===== config.mk =====
export PLATFORM = sky130hd
export DESIGN_NAME = uart_rx
export DESIGN_NICKNAME = d
export VERILOG_FILES = /design/src/rtl/uart_pkg.sv /design/src/rtl/uart_rx_sampler.sv /design/src/rtl/uart_rx.sv
export SDC_FILE = /design/constraint.sdc
export NUM_CORES = 1
export LEC_CHECK = 0
export CAP_MARGIN = 20
export CORE_UTILIZATION = 45
export DETAILED_ROUTE_END_ITERATION = 8
export GPL_TIMING_DRIVEN = 0
export PLACE_DENSITY = 0.75
export SLEW_MARGIN = 20
export SYNTH_ARGS = -nofsm -noshare
export SYNTH_HDL_FRONTEND = slang
export SYNTH_HIERARCHICAL = 1
export SYNTH_SLANG_ARGS = --single-unit

===== constraint.sdc =====
create_clock -name CLK -period 3.3 [get_ports CLK]
set_input_delay 0.33 -clock CLK [delete_from_list [all_inputs] [get_ports CLK]]
set_output_delay 0.33 -clock CLK [all_outputs]
set_load 0.03 [all_outputs]

===== src/rtl/uart_pkg.sv =====
// Shared UART definitions: receiver FSM states, parity-type encoding and the sample vote.
package uart_pkg;

   typedef enum logic [2:0] {
      IDLE   = 3'd0,
      START  = 3'd1,
      DATA   = 3'd2,
      PARITY = 3'd3,
      STOP   = 3'd4
   } uart_state_e;

   localparam logic PAR_EVEN = 1'b0;
   localparam logic PAR_ODD  = 1'b1;

   function automatic logic majority3(input logic a, input logic b, input logic c);
      return (a & b) | (a & c) | (b & c);
   endfunction

endpackage


===== src/rtl/uart_rx_sampler.sv =====
// Bit-period timing for uart_rx: edge counter, three mid-bit samples and the 2-of-3 vote.
module uart_rx_sampler
   import uart_pkg::*;
#(
   parameter int unsigned PRESCALE = 8
) (
   input  logic clk,
   input  logic rst_n,
   input  logic i_rx,
   input  logic i_active,
   input  logic i_start,
   output logic o_bit_c,
   output logic o_bit_done_c,
   output logic o_sample_ready_c
);

   localparam int unsigned EDGE_W = $clog2(PRESCALE);
   localparam int unsigned SMP_0  = PRESCALE / 2 - 1;
   localparam int unsigned SMP_1  = PRESCALE / 2;
   localparam int unsigned SMP_2  = PRESCALE / 2 + 1;
   localparam int unsigned READY  = (PRESCALE / 2 + 2 < PRESCALE) ? PRESCALE / 2 + 2 : PRESCALE - 1;
   localparam int unsigned LAST   = PRESCALE - 1;

   logic [EDGE_W-1:0] r_edge_cnt;
   logic              r_smp_0;
   logic              r_smp_1;
   logic              r_smp_2;
   logic              w_wrap;
   logic              w_third;

   assign w_wrap = (r_edge_cnt == EDGE_W'(LAST));

   // Outside a frame the counter parks; the start-detect cycle itself is edge 0.
   always_ff @(posedge clk or negedge rst_n) begin
      if (!rst_n) begin
         r_edge_cnt <= '0;
      end else if (!i_active) begin
         r_edge_cnt <= i_start ? EDGE_W'(1) : '0;
      end else if (w_wrap) begin
         r_edge_cnt <= '0;
      end else begin
         r_edge_cnt <= r_edge_cnt + EDGE_W'(1);
      end
   end

   always_ff @(posedge clk or negedge rst_n) begin
      if (!rst_n) begin
         r_smp_0 <= 1'b1;
         r_smp_1 <= 1'b1;
         r_smp_2 <= 1'b1;
      end else if (i_active) begin
         if (r_edge_cnt == EDGE_W'(SMP_0)) r_smp_0 <= i_rx;
         if (r_edge_cnt == EDGE_W'(SMP_1)) r_smp_1 <= i_rx;
         if (r_edge_cnt == EDGE_W'(SMP_2)) r_smp_2 <= i_rx;
      end
   end

   // Forwarding the live line as third sample keeps the vote usable at the wrap when PRESCALE=4.
   assign w_third          = (r_edge_cnt == EDGE_W'(SMP_2)) ? i_rx : r_smp_2;
   assign o_bit_c          = majority3(r_smp_0, r_smp_1, w_third);
   assign o_bit_done_c     = i_active && w_wrap;
   assign o_sample_ready_c = i_active && (r_edge_cnt == EDGE_W'(READY));

endmodule


===== src/rtl/uart_rx.sv =====
// UART receiver: start-bit qualification, LSB-first deserialisation, parity and stop checks.
module uart_rx
   import uart_pkg::*;
#(
   parameter int unsigned DATA_WIDTH = 8,
   parameter int unsigned PRESCALE   = 8
) (
   input  logic                  CLK,
   input  logic                  RST,
   input  logic                  RX_IN,
   input  logic                  PAR_EN,
   input  logic                  PAR_TYP,
   output logic [DATA_WIDTH-1:0] P_DATA,
   output logic                  DATA_VALID,
   output logic                  PAR_ERR,
   output logic                  STP_ERR,
   output logic                  Busy
);

   localparam int unsigned      CNT_W    = (DATA_WIDTH > 1) ? $clog2(DATA_WIDTH) : 1;
   localparam logic [CNT_W-1:0] LAST_BIT = CNT_W'(DATA_WIDTH - 1);

   uart_state_e           r_state;
   logic [CNT_W-1:0]      r_bit_cnt;
   logic [DATA_WIDTH-1:0] r_shift;
   logic                  r_par_en;
   logic                  r_par_typ;
   logic                  r_par_bad;
   logic [DATA_WIDTH-1:0] r_p_data;
   logic                  r_data_valid;
   logic                  r_par_err;
   logic                  r_stp_err;
   logic                  r_busy;

   logic                  w_active;
   logic                  w_start;
   logic                  w_bit;
   logic                  w_bit_done;
   logic                  w_sample_ready;
   logic                  w_par_exp;

   assign w_active  = (r_state != IDLE);
   assign w_start   = (r_state == IDLE) && !RX_IN;
   assign w_par_exp = (^r_shift) ^ (r_par_typ == PAR_ODD);

   uart_rx_sampler #(
      .PRESCALE (PRESCALE)
   ) u_sampler (
      .clk              (CLK),
      .rst_n            (RST),
      .i_rx             (RX_IN),
      .i_active         (w_active),
      .i_start          (w_start),
      .o_bit_c          (w_bit),
      .o_bit_done_c     (w_bit_done),
      .o_sample_ready_c (w_sample_ready)
   );

   always_ff @(posedge CLK or negedge RST) begin
      if (!RST) begin
         r_state      <= IDLE;
         r_bit_cnt    <= '0;
         r_shift      <= '0;
         r_par_en     <= 1'b0;
         r_par_typ    <= PAR_EVEN;
         r_par_bad    <= 1'b0;
         r_p_data     <= '0;
         r_data_valid <= 1'b0;
         r_par_err    <= 1'b0;
         r_stp_err    <= 1'b0;
         r_busy       <= 1'b0;
      end else begin
         r_data_valid <= 1'b0;
         r_par_err    <= 1'b0;
         r_stp_err    <= 1'b0;
         case (r_state)
            IDLE: begin
               // Frame options are frozen here so mid-frame changes cannot corrupt the checks.
               if (!RX_IN) begin
                  r_state   <= START;
                  r_busy    <= 1'b1;
                  r_par_en  <= PAR_EN;
                  r_par_typ <= PAR_TYP;
                  r_par_bad <= 1'b0;
                  r_bit_cnt <= '0;
               end
            end
            START: begin
               if (w_sample_ready && w_bit) begin
                  r_state <= IDLE;
                  r_busy  <= 1'b0;
               end else if (w_bit_done) begin
                  r_state <= DATA;
               end
            end
            DATA: begin
               if (w_bit_done) begin
                  r_shift[r_bit_cnt] <= w_bit;
                  if (r_bit_cnt == LAST_BIT) begin
                     r_bit_cnt <= '0;
                     r_state   <= r_par_en ? PARITY : STOP;
                  end else begin
                     r_bit_cnt <= r_bit_cnt + CNT_W'(1);
                  end
               end
            end
            PARITY: begin
               if (w_bit_done) begin
                  r_par_bad <= (w_bit != w_par_exp);
                  r_state   <= STOP;
               end
            end
            STOP: begin
               // Any error suppresses the data update but the frame still ends normally.
               if (w_bit_done) begin
                  r_state   <= IDLE;
                  r_busy    <= 1'b0;
                  r_par_err <= r_par_bad;
                  r_stp_err <= !w_bit;
                  if (!r_par_bad && w_bit) begin
                     r_data_valid <= 1'b1;
                     r_p_data     <= r_shift;
                  end
               end
            end
            default: begin
               r_state <= IDLE;
               r_busy  <= 1'b0;
            end
         endcase
      end
   end

   assign P_DATA     = r_p_data;
   assign DATA_VALID = r_data_valid;
   assign PAR_ERR    = r_par_err;
   assign STP_ERR    = r_stp_err;
   assign Busy       = r_busy;

endmodule


==> impl_metrics.ini <==
[global_routing]
grt_overflow = 0
grt_pass1_wl_um = 5590
vias_in_the_first_global_route = 1239
antenna_violations_before_repair = 0
grt_util_all_layers_pct = 17.5
grt_max_degree = 21

[placement]
place_worst_setup_slack_ns = 0.783
place_hpwl_um = 2340
port_buffers = 16
gp_congestion = 0.828

[cells_and_area]
layout_commonest_cell = sky130_fd_sc_hd__dfrtp_1
finalNetCount = 187
flow.area_growth_from_synthesis_pct = 18.2
post_route_cells_drive_above_1_share_pct = 25.1
mostFrequentLayoutCells = 32 x sky130_fd_sc_hd__dfrtp_1, 15 x sky130_fd_sc_hd__clkdlybuf4s50_1, 12 x sky130_fd_sc_hd__mux2_1
insertedDiodeCount = 0

[power]
cellInternalPower_w = 0.000964
power_density_nw_per_um2 = 683
netSwitchingPower_w = 0.000548
share_comb_of_total_power_pct = 39.9
vdd_ir_drop_max_mv = 0.512
clkPwrFrac_pct = 19.6
power_switching_share_pct = 36.2
power.leakage_nw = 1.07
pwr-share-seq_pct = 40.4

[clock_tree]
numClockSinks = 35
cts-buffers-inserted = 5
clk_pin_slew_worst_paths_ns = 0.07
cts_root_buffer = sky130_fd_sc_hd__clkbuf_8
clock_tree.htree_level_count = 2
tritoncts = done
clock_latency_on_the_worst_skew_pair_ns = 0.29
cts.path.max_buffers = 2
cts_setup_buffers = 0
cts_repair_resize_count = 0

[setup_path]
setup.worst_path.start_class = primary input
crit_type = primary input to flop
critical_path_required_ns = 3.47
r2r.worst_path.cells = 6
worst_ep_arrival_time_ns = 2.37
worst-path-max-fanout = 10
ordered_list_of_cells_on_the_worst_path = clkdlybuf4s50_1 -> nand3_1 -> a31oi_1 -> buf_2 -> nand3b_4 -> mux2_4
critPathSlowestCell = sky130_fd_sc_hd__clkdlybuf4s50_1
rr_endpoint = P_DATA[5]$_DFFE_PN0P_
timing.rr.start = u_sampler/r_edge_cnt[0]$_DFF_PN0_
critPathCaptureType = flop
critPathMaxStageDelay_ns = 0.69
worst-r2r-setup-slack_ns = 1.11

[timing]
final_max_slew_viol_count = 0
fin_tns_setup_ns = 0
worst_pin_slew_ns = 0.398
maxClockFrequency_mhz = 456
clock_skew_ns = 0.00678
worst_slack_ns = 1.11
setup_viol = 0
timing.slew.headroom_pct = 73.3
rsz_0062_raised_after_global_routing = false
finalHoldViolCount = 0
period_needed_ns = 2.19
portion_of_the_clock_cycle_consumed_by_the_worst_path_in_the_final_layout_pct = 66.5

[synth]
synthFlopType = sky130_fd_sc_hd__dfrtp_1
syn-mean-instance-area_um2 = 12.6
postSynthCellCount = 149
ffs_latches_synth = 35
yosysUniqueCellTypes = 42
yosys_warnings = 6
synth_sequential_area_ratio_pct = 46.9
synth.cell_area_um2 = 1870
postSynth.asyncResetShare_pct = 100
synth_enable_flop_cells = 0
syn_nets = 162

[worst_hold_path]
hold_path.class = primary input to asynchronous set/reset pin

[detailed_routing]
firstDrtPassIters = 4
drt-wirelength-per-cell_um = 14.1
avgViaCountPerCell = 5.05
via_count = 1137
initialDrtViolationCount = 39
drtAntennaViolNets = 0
drcViolationCount = 0
detail_route.wirelength_um = 3170

[floorplanning]
fp.dieArea_um2 = 4430
core_area_um2 = 4000
die_w_um = 66.5
num_rows = 23
initial_core_util_pct = 46.9
design.portCount = 17
die_y_um = 66.5

[run_status]
status = completed

[flow_run]
max_cap_violations = 0
==> area by class of cell <==
class | count | area, µm²
Multi-Input combinational cell | 104 | 945
Buffer | 3 | 23.8
Fill cell | 344 | 1790
Timing Repair Buffer | 18 | 193
Tap cell | 50 | 62.6
Clock buffer | 6 | 72.6
Sequential cell | 35 | 880
Inverter | 7 | 26.3
Clock inverter | 2 | 12.5
==> critical path, delay by kind of cell <==
family	cells	cell delay, ns
buffers and inverters	2	0.99
AOI/OAI and AO/OA	1	0.38
muxes	1	0.35
and+or+nand+nor	2	0.32
==> synthesized netlist by cell type (4+ instances only) <==
library cell	count	area, µm²
sky130_fd_sc_hd__o21ai_0	4	20.0
sky130_fd_sc_hd__nor2b_1	5	31.3
sky130_fd_sc_hd__xnor2_1	6	52.6
sky130_fd_sc_hd__mux2_4	10	150
sky130_fd_sc_hd__dfrtp_1	32	801
sky130_fd_sc_hd__nand2_1	8	30.0
sky130_fd_sc_hd__ha_1	8	100
sky130_fd_sc_hd__mux2_1	12	135
sky130_fd_sc_hd__nor2_1	11	41.3
sky130_fd_sc_hd__nor3b_2	4	50.1
sky130_fd_sc_hd__inv_1	6	22.5
==> timing repair <==
item	CTS	global route
hold endpoints to repair	12	0
hold buffers	1	0
endpoints found under the setup margin	0	0
==> per-layer routing <==
layer	part of all wire, %	up-vias	wire [µm]	GRT usage (%)
met4	2.4	0	77	7.98
met3	4.1	8	131	5.65
met2	50	27	1600	30.4
li1	-	562	-	-
met1	43	540	1360	19.5
met5	0	-	0	0
==> state kept, by name, summed over array words and instances (netlist names) <==
register / count
u_sampler/r_smp_1: 1
PAR_ERR: 1
STP_ERR: 1
r_par_en: 1
r_par_bad: 1
DATA_VALID: 1
P_DATA: 8
u_sampler/r_edge_cnt: 3
r_bit_cnt: 3
u_sampler/r_smp_0: 1
r_par_typ: 1
Busy: 1
u_sampler/r_smp_2: 1
r_state: 3
r_shift: 8
==> metrics by stage <==
stage	power, W	hold WS [ns]	utilization [%]	std cells	instance area (µm²)
2_1_floorplan	0.00107	0.0344	-	149	1870
3_3_place_gp	0.00117	0.465	52.4	215	2100
4_1_cts	0.00153	0.501	55.4	225	2210
3_5_place_dp	0.00122	0.282	53.0	216	2120
5_1_grt	0.00162	0.532	55.4	225	2210
6_report	0.00151	0.500	55.4	225	2210
==> worst max path at each step <==
stage | cells past startpoint | endpoint | slack (ns) | from
after floorplan | 7 | r_shift[1]$_DFFE_PN0P_ | 1.31 | r_state[1]$_DFFE_PN0P_
after global placement | 6 | P_DATA[1]$_DFFE_PN0P_ | 0.80 | RX_IN
after detailed placement | 6 | P_DATA[5]$_DFFE_PN0P_ | 0.78 | RX_IN
after CTS | 7 | P_DATA[5]$_DFFE_PN0P_ | 1.09 | u_sampler/r_edge_cnt[1]$_DFF_PN0_
after global routing | 7 | P_DATA[7]$_DFFE_PN0P_ | 0.99 | u_sampler/r_edge_cnt[1]$_DFF_PN0_
final | 6 | P_DATA[5]$_DFFE_PN0P_ | 1.11 | RX_IN
==> power by group through the flow <==
stage	Sequential, W	Combinational (W)	Clock, W
detailed placement	0.000616	0.000603	0
global route	0.000624	0.000669	0.000329
finish	0.000611	0.000604	0.000297
floorplan	0.000604	0.000469	0
global placement	0.000606	0.000569	0
CTS	0.000611	0.000608	0.000313
==> cell families after synthesis <==
group,count (synthesis),synth area share [%]
AND/OR/NAND/NOR,49,18.5
multiplexers,26,17.6
adder cells (fa/ha/maj),8,5.34
AO/OA/AOI/OAI,13,4.54
XOR/XNOR,8,4.47
buffers and inverters,10,2.67
flip-flops,35,46.9
Power figures use the tool's default switching activity.
